==> src/rtl/bram_fifo_ctrl.sv <==
// Streaming FIFO controller around a true-dual-port BRAM: port A commits the write stream,
// port B reads ahead into a 2-entry output register queue that feeds the read stream.
module bram_fifo_ctrl #(
    parameter int unsigned DATA_W = 32,
    parameter int unsigned ADDR_W = 14
) (
    input  logic              clk,
    input  logic              rst_n,
    input  logic              clr,
    input  logic              s_valid,
    output logic              s_ready,
    input  logic [DATA_W-1:0] s_data,
    output logic              m_valid,
    input  logic              m_ready,
    output logic [DATA_W-1:0] m_data,
    output logic [ADDR_W+1:0] level,
    output logic              we_a,
    output logic [ADDR_W-1:0] addr_a,
    output logic [DATA_W-1:0] din_a,
    output logic              we_b,
    output logic [ADDR_W-1:0] addr_b,
    input  logic [DATA_W-1:0] dout_b
);

    localparam int unsigned DEPTH = 32'd1 << ADDR_W;
    localparam int unsigned PTR_W = ADDR_W + 1;
    localparam int unsigned LVL_W = ADDR_W + 2;

    logic [PTR_W-1:0]  r_wr_ptr, r_rd_ptr;
    logic [PTR_W-1:0]  w_wr_ptr_nxt, w_rd_ptr_nxt;
    logic [PTR_W-1:0]  w_bram_cnt, w_bram_cnt_nxt;
    logic              r_inflight, w_inflight_nxt;
    logic [1:0]        r_buf_cnt, w_buf_cnt_nxt;
    logic [DATA_W-1:0] r_buf0, r_buf1, w_buf0_nxt, w_buf1_nxt;
    logic [LVL_W-1:0]  r_level, w_level_nxt;
    logic [ADDR_W-1:0] r_addr_b;
    logic              w_full, w_push, w_issue, w_pop, w_cap;

    // Wrap-bit pointers: the difference distinguishes full from empty.
    assign w_bram_cnt = r_wr_ptr - r_rd_ptr;
    assign w_full     = (w_bram_cnt == PTR_W'(DEPTH));
    assign w_push     = s_valid && !w_full && !clr && rst_n;
    assign w_issue    = (w_bram_cnt != '0) && ((r_buf_cnt + {1'b0, r_inflight}) < 2'd2) && !clr;
    assign w_pop      = (r_buf_cnt != 2'd0) && m_ready;
    assign w_cap      = r_inflight;

    assign s_ready = !w_full;
    assign we_a    = w_push;
    assign addr_a  = r_wr_ptr[ADDR_W-1:0];
    assign din_a   = s_data;
    assign we_b    = 1'b0;
    assign addr_b  = w_issue ? r_rd_ptr[ADDR_W-1:0] : r_addr_b;
    assign m_valid = (r_buf_cnt != 2'd0);
    assign m_data  = r_buf0;
    assign level   = r_level;

    // Next-state: pointers, read-in-flight flag, output queue and occupancy.
    always_comb begin
        w_wr_ptr_nxt   = r_wr_ptr;
        w_rd_ptr_nxt   = r_rd_ptr;
        w_inflight_nxt = w_issue;
        w_buf0_nxt     = r_buf0;
        w_buf1_nxt     = r_buf1;
        w_buf_cnt_nxt  = r_buf_cnt;
        if (clr) begin
            w_wr_ptr_nxt   = '0;
            w_rd_ptr_nxt   = '0;
            w_inflight_nxt = 1'b0;
            w_buf0_nxt     = '0;
            w_buf1_nxt     = '0;
            w_buf_cnt_nxt  = 2'd0;
        end else begin
            if (w_push)  w_wr_ptr_nxt = r_wr_ptr + PTR_W'(1);
            if (w_issue) w_rd_ptr_nxt = r_rd_ptr + PTR_W'(1);
            case ({w_pop, w_cap})
                2'b11: begin
                    if (r_buf_cnt == 2'd1) begin
                        w_buf0_nxt = dout_b;
                    end else begin
                        w_buf0_nxt = r_buf1;
                        w_buf1_nxt = dout_b;
                    end
                end
                2'b10: begin
                    w_buf0_nxt    = r_buf1;
                    w_buf_cnt_nxt = r_buf_cnt - 2'd1;
                end
                2'b01: begin
                    if (r_buf_cnt == 2'd0) w_buf0_nxt = dout_b;
                    else                   w_buf1_nxt = dout_b;
                    w_buf_cnt_nxt = r_buf_cnt + 2'd1;
                end
                default: ;
            endcase
        end
        w_bram_cnt_nxt = w_wr_ptr_nxt - w_rd_ptr_nxt;
        w_level_nxt    = LVL_W'(w_bram_cnt_nxt) + LVL_W'(w_inflight_nxt) + LVL_W'(w_buf_cnt_nxt);
    end

    always_ff @(posedge clk or negedge rst_n) begin
        if (!rst_n) begin
            r_wr_ptr   <= '0;
            r_rd_ptr   <= '0;
            r_inflight <= 1'b0;
            r_buf0     <= '0;
            r_buf1     <= '0;
            r_buf_cnt  <= 2'd0;
            r_level    <= '0;
            r_addr_b   <= '0;
        end else begin
            r_wr_ptr   <= w_wr_ptr_nxt;
            r_rd_ptr   <= w_rd_ptr_nxt;
            r_inflight <= w_inflight_nxt;
            r_buf0     <= w_buf0_nxt;
            r_buf1     <= w_buf1_nxt;
            r_buf_cnt  <= w_buf_cnt_nxt;
            r_level    <= w_level_nxt;
            r_addr_b   <= addr_b;
        end
    end

endmodule

==> config.mk <==
export PLATFORM = sky130hd
export DESIGN_NAME = bram_fifo_ctrl
export DESIGN_NICKNAME = d
export VERILOG_FILES = /design/src/rtl/bram_fifo_ctrl.sv
export SDC_FILE = /design/constraint.sdc
export NUM_CORES = 1
export LEC_CHECK = 0
export BUFFER_PORTS_ARGS = -buffer_cell sky130_fd_sc_hd__buf_2
export CAP_MARGIN = 20
export CORE_MARGIN = 1.5
export CORE_UTILIZATION = 50
export CTS_CLUSTER_DIAMETER = 80
export DETAILED_ROUTE_END_ITERATION = 8
export GPL_TIMING_DRIVEN = 0
export PLACE_DENSITY = 0.75
export SYNTH_ARGS = -nofsm -noshare
export SYNTH_HDL_FRONTEND = slang
export SYNTH_SLANG_ARGS = --single-unit
==> constraint.sdc <==
create_clock -name clk -period 10.1 [get_ports clk]
set_input_delay 2.525 -clock clk [delete_from_list [all_inputs] [get_ports clk]]
set_output_delay 2.525 -clock clk [all_outputs]
set_load 0.02 [all_outputs]
# Word-level counts from Yosys, hierarchy flattened

Cells that the tools add are included.

Register bits after elaboration: 127
Logic and storage cells: 57
Output and inout bits: 112
Input port bits: 69

$lt $le $gt $ge: 1
Reduce and logical (&&, ||, !) cells: 15
Add/subtract/negate cells: 9
Eq/ne operators: 8
Mux-type cells: 16

Operators with widths:

| kind                                          | count |
|---|---|
| 2-to-1 mux 32 bit                             | 6 |
| one-hot mux 32 bit (3 select lines)           | 1 |
| one-hot mux 32 bit (2 select lines)           | 1 |
| 2-to-1 mux 15 bit                             | 4 |
| adder 15 x 1 -> 15 bit, second input constant | 2 |
| subtractor 15 bit                             | 2 |
| adder 15 x 1 -> 16 bit                        | 1 |
| adder 16 x 2 -> 16 bit                        | 1 |
| == test 15 bit, second input constant         | 1 |
| nonzero test 15 bit                           | 1 |
| 2-to-1 mux 14 bit                             | 1 |
| inequality test 3 bit, second input constant  | 3 |
| logical AND 1 bit                             | 6 |
| == test 2 x 1 -> 1 bit, second input constant | 2 |
| == test 2 bit, second input constant          | 2 |
| one-hot mux 2 bit (2 select lines)            | 1 |
| nonzero test 4 bit                            | 1 |
| AND reduction 3 bit                           | 1 |
| nonzero test 3 bit                            | 1 |
| adder 2 x 1 -> 2 bit                          | 1 |
| adder 2 x 1 -> 2 bit, second input constant   | 1 |
| logical NOT 1 bit                             | 2 |
| logical NOT 2 bit                             | 1 |
| < comparator 2 bit, second input constant     | 1 |
| other kinds (5)                               | 5 |

# Longest topological paths before layout

Depth after elaboration: 11
Depth in mapped cells: 26
Mapped depth without buffers: 25

# Worst setup path before layout

Ideal clock, no wire load.

Path kind: input-to-reg
From: input clr
To: register r_level[14] (netlist: level[14])
Path slack: 3.900 ns
Data arrival time: 6.065 ns
Data required time: 9.965 ns
Stages: 15
Library setup time: 0.135 ns
Path buffers: 0
Cells stage by stage: inv_1 and3_1 o21a_1 xnor2_1 or2_2 ha_1 fa_1 fa_1 nor2_1 and4_1 and3_1 nand3_1 or3_1 nor3_1 xor3_1

Longest elaborated chain between the ends: 8
Elaborated cells on any way between the ends: 13
Classes of those cells: add/sub (3); mux (6); reduce/logical (4)

Ends and longest elaborated chain:

| item                            | line | RTL |
|---|---|---|
| start, declared                 | 9    | `input logic clr,` |
| logical NOT 1 bit               | 42   | `assign w_push = s_valid && !w_full && !clr && rst_n;` |
| logical AND 1 bit (2 in series) | 42   |  |
| net we_a                        | 17   | `output logic we_a,` |
| 2-to-1 mux 15 bit               | 73   | `if (w_push) w_wr_ptr_nxt = r_wr_ptr + PTR_W'(1);` |
| 2-to-1 mux 15 bit               | 65   | `if (clr) begin` |
| subtractor 15 bit               | 96   | `w_bram_cnt_nxt = w_wr_ptr_nxt - w_rd_ptr_nxt;` |
| adder 15 x 1 -> 16 bit          | 97   | `w_level_nxt = LVL_W'(w_bram_cnt_nxt) + LVL_W'(w_inflight_nxt) + LVL_W'(w_buf_cnt_nxt);` |
| adder 16 x 2 -> 16 bit          | 97   |  |
| net w_level_nxt[14]             | 35   | `logic [LVL_W-1:0] r_level, w_level_nxt;` |
| end signal, assigned            | 117  | `r_level <= w_level_nxt;` |
| end, declared                   | 35   |  |

The timed path passes the listed nets, and every way through them passes these cells.
A chain may end at the register's enable or synchronous reset.

# Final worst setup path

From: input rst_n
To: register r_level[14] (netlist: level[14])

Longest elaborated chain between the ends: 6

Ends and longest elaborated chain:

| item                   | line | RTL |
|---|---|---|
| start, declared        | 8    | `input logic rst_n,` |
| logical AND 1 bit      | 42   |  |
| 2-to-1 mux 15 bit      | 73   |  |
| 2-to-1 mux 15 bit      | 65   |  |
| net w_wr_ptr_nxt[3]    | 30   | `logic [PTR_W-1:0] w_wr_ptr_nxt, w_rd_ptr_nxt;` |
| subtractor 15 bit      | 96   |  |
| adder 15 x 1 -> 16 bit | 97   |  |
| adder 16 x 2 -> 16 bit | 97   |  |
| net w_level_nxt[14]    | 35   |  |

The timed path passes the listed nets, and every way through them passes these cells.

==> impl_results.md <==
- Seq/Total Area, Yosys: around two fifths
- Cell Pwr Density: 279 nW/um2
- Synthesized area per cell: between 9 and 10 um2
- Crit-path leading delay family: simple AND/OR/NAND/NOR gates
- CTS buffer count: 17
- Worst-Margin Slew: approximately 0.77 ns
- Endpoints failing hold: 0
- Hold Path Depth: 2
- Worst setup EP type: flip-flop
- Initial DRC count: 571
- Finished Core Util: about 63%
- Die Span X: about 130 um
- RSZ-0062 raised after global routing: no
- FF-to-FF End: level[14]$_DFF_PN0_
- Fin area: around 9600 um2
- # IOs: about 180
- First-pass GRT wire length: between 30000 and 40000 um
- Buffers plus inverters on the worst setup path: 3
- Clk buf depth: 2
- Worst R2R Start: r_wr_ptr[2]$_DFF_PN0_
- DP Area: ~9000 um2
- Die area: 16700 um2
- TritonRoute pass-1 iters: 5
- Area growth syn-to-layout: 21.0%
- Multi-input logic area: 4060 um2
- DP HPWL: approximately 15000 um
- Clock latency on the worst-skew pair: 0.42 ns
- Hold path endpoint: r_addr_b[7]$_DFF_PN0_
- Number of global-route vias before repair: approximately 6500
- R2R Setup Slk: 4.12 ns
- Final Skew: just over 0.008 ns
- Antenna viol nets, final: 0
- VDD IR max: 0.148 mV
- Synth top cells by count: dfrtp_1 (127), nand2_1 (97), a21oi_1 (82)
- Synth async-reset ratio: 100%
- # fillers: 1353
- GP Congestion: roughly 0.85
- Cts hold-fix bufs: 0
- Vias after detailed routing: between 6000 and 7000
- Final Non-Filler Cells: roughly 1300
- Die Ht: ~130 um
- EDFF count, synth: 0
- Seq. cell area: around 3200 um2
- Final nets: around 1200
- Setup TNS: 0 ns
- Post-synth top flop: dfrtp_1
- R2R cell count: 23
- GRT Util Overall: roughly 25%
- Root buffer cell: clkbuf_16
- Most frequent CP cell: and3_1
- Post-CTS Setup Bufs: 0
- Number of max-cap violations: 0
- Status: finished, final reports clean
- Setup CP Type: input pin to flip-flop
- Slowest stage cell, crit path: buf_6
- CTS-repair resized insts: 0
- Cell count after synthesis: ~900
- CTS tree: done
- Count leader, synth: dfrtp_1
- Initial Util: 51.7%
- Drt wl/cell: 15.9 um
- Pin count of the biggest net entering global routing: between 60 and 70
- Core area: between 15000 and 20000 um2
- Layout cells sized above 1: 24.1%
- Final Max Slew Viols: 0
- Hold path start: r_addr_b[7]$_DFF_PN0_
- IO Port Bufs: 147
- Final wirelength: around 20000 um
- Class of the worst hold path: flip-flop to flip-flop
- Static Leak: 4.60 nW
- Ys Warns: 0
- Min Tclk post-route: 6.95 ns
- Post-DR vias/cell: 5.44
- Number of distinct library cells after synthesis: 61
- Seq cells post-synth: 127
- GRT overflow: 0
- Slew HR: about half
- CP Max Fanout: 65
- Fmax: ~140 MHz
- Arrival time worst endpoint: 7.24 ns
- Synth top area share: between 30% and 40%
- CP peak stage delay: 0.45 ns
- Initial antenna violation count: 0
- Clock net sink count: roughly 130
- Top cell type by total area after synthesis: dfrtp_1
- CP startpoint kind: input pin
- Site Rows: between 40 and 50
- Post-Place Cells: about 1200
- Syn nets: 986
- Antenna cells: 0
- Critical Path RT: just over 10 ns
- DRC Markers: 0
- Cell area after synthesis: between 7000 and 8000 um2
- CP cell instances: buf_6 -> buf_16 -> and3_1 -> o21a_1 -> and3_1 -> clkbuf_1 -> nand2_1 -> xor2_1 -> nor2_1 -> ha_1 -> o21a_1 -> o31ai_2 -> a21boi_0 -> and4_1 -> and3_1 -> nand3_1 -> or3_1 -> nor3_1 -> xor3_1
- Final cycle utilization of the critical path: between 60% and 70%
- Clk slew on worst S/H paths: around 0.060 ns
- Htree depth: 4
- # setup viols final: 0
- Synth top area cells: dfrtp_1 (40%), ha_1 (5.7%), a21oi_1 (5.2%), nand2_1 (4.6%), mux2i_1 (4.5%)
-- worst max-delay path by stage --
stage                                endpoint  start  depth (start not counted)  slack (ns)
after floorplan           level[14]$_DFF_PN0_    clr                         15        3.90
after global placement    level[14]$_DFF_PN0_  rst_n                         18        1.29
after detailed placement  level[14]$_DFF_PN0_  rst_n                         19        2.68
after CTS                 level[14]$_DFF_PN0_  rst_n                         19        3.11
after global routing      level[14]$_DFF_PN0_  rst_n                         19        2.61
final                     level[14]$_DFF_PN0_  rst_n                         19        3.15
-- final cells by class --
class | instances | area share (%)
Buffer | 96 | 5.61
Clock buffer | 17 | 4.42
Clock inverter | 15 | 2.16
Inverter | 46 | 1.80
Multi-Input combinational cell | 609 | 42.2
Sequential cell | 127 | 33.0
Tap cell | 211 | 2.74
Timing Repair Buffer | 148 | 8.00
-- layout by cell type, fill, tap and decap left out, types with 7 or more instances in the layout --
cell type,netlist,final
a211oi_1,35,35
a21oi_1,82,82
a221oi_1,32,32
and3_1,12,12
buf_2,2,148
buf_4,47,47
clkbuf_1,43,43
clkbuf_16,0,17
dfrtp_1,127,127
ha_1,36,36
inv_1,42,42
mux2i_1,36,36
nand2_1,97,97
nand3_1,18,18
nor2_1,74,74
nor2b_1,8,8
nor3_1,17,17
o21ai_0,17,17
o21ai_1,7,7
or2_1,11,11
xnor2_1,33,33
xor2_1,21,21
-- report_power, final --
part,internal (W),switching [W],total (W)
sequential,0.000641,0.0000696,0.000710
clock,0.000417,0.000244,0.000661
combinational,0.000477,0.000835,0.00131
total,0.00153,0.00115,0.00268
-- state kept, by name (all words and copies together), names as in the netlist --
register	cells
m_data	32
r_buf1	32
level	16
r_rd_ptr	15
r_wr_ptr	15
r_addr_b	14
r_buf_cnt	2
r_inflight	1
-- metal layers --
layer / share of wire [%] / global-route usage, % / wire [um]
met5: 0 / 0 / 0
met4: 1.6 / 9.05 / 329
met3: 5.3 / 4.75 / 1080
met2: 49 / 41.4 / 9860
met1: 44 / 33.1 / 8920
-- stage by stage --
step                total power [W]  hold slack, ns  worst slack [ns]
finish                      0.00268           0.487              3.15
floorplan                   0.00167           0.517              3.90
global route                0.00289           0.520              2.61
global placement            0.00200           0.475              1.29
CTS                         0.00270           0.495              3.11
detailed placement          0.00202           0.482              2.68
-- cell families after synthesis --
logic type | after synthesis | share of synthesized area, %
fa+ha+maj | 39 | 6.42
simple gates | 270 | 16.0
buf+inv | 142 | 8.95
flops | 127 | 40.0
other cells | 1 | 0.0472
mux | 38 | 4.81
compound gates | 204 | 17.2
xor+xnor | 57 | 6.66
-- worst min-delay path, cell delays in order (launching register included) --
cell     delay (ns)
dfrtp_1        0.32
nand2_1        0.04
o21ai_0        0.08
Power figures use the tool's default switching activity.
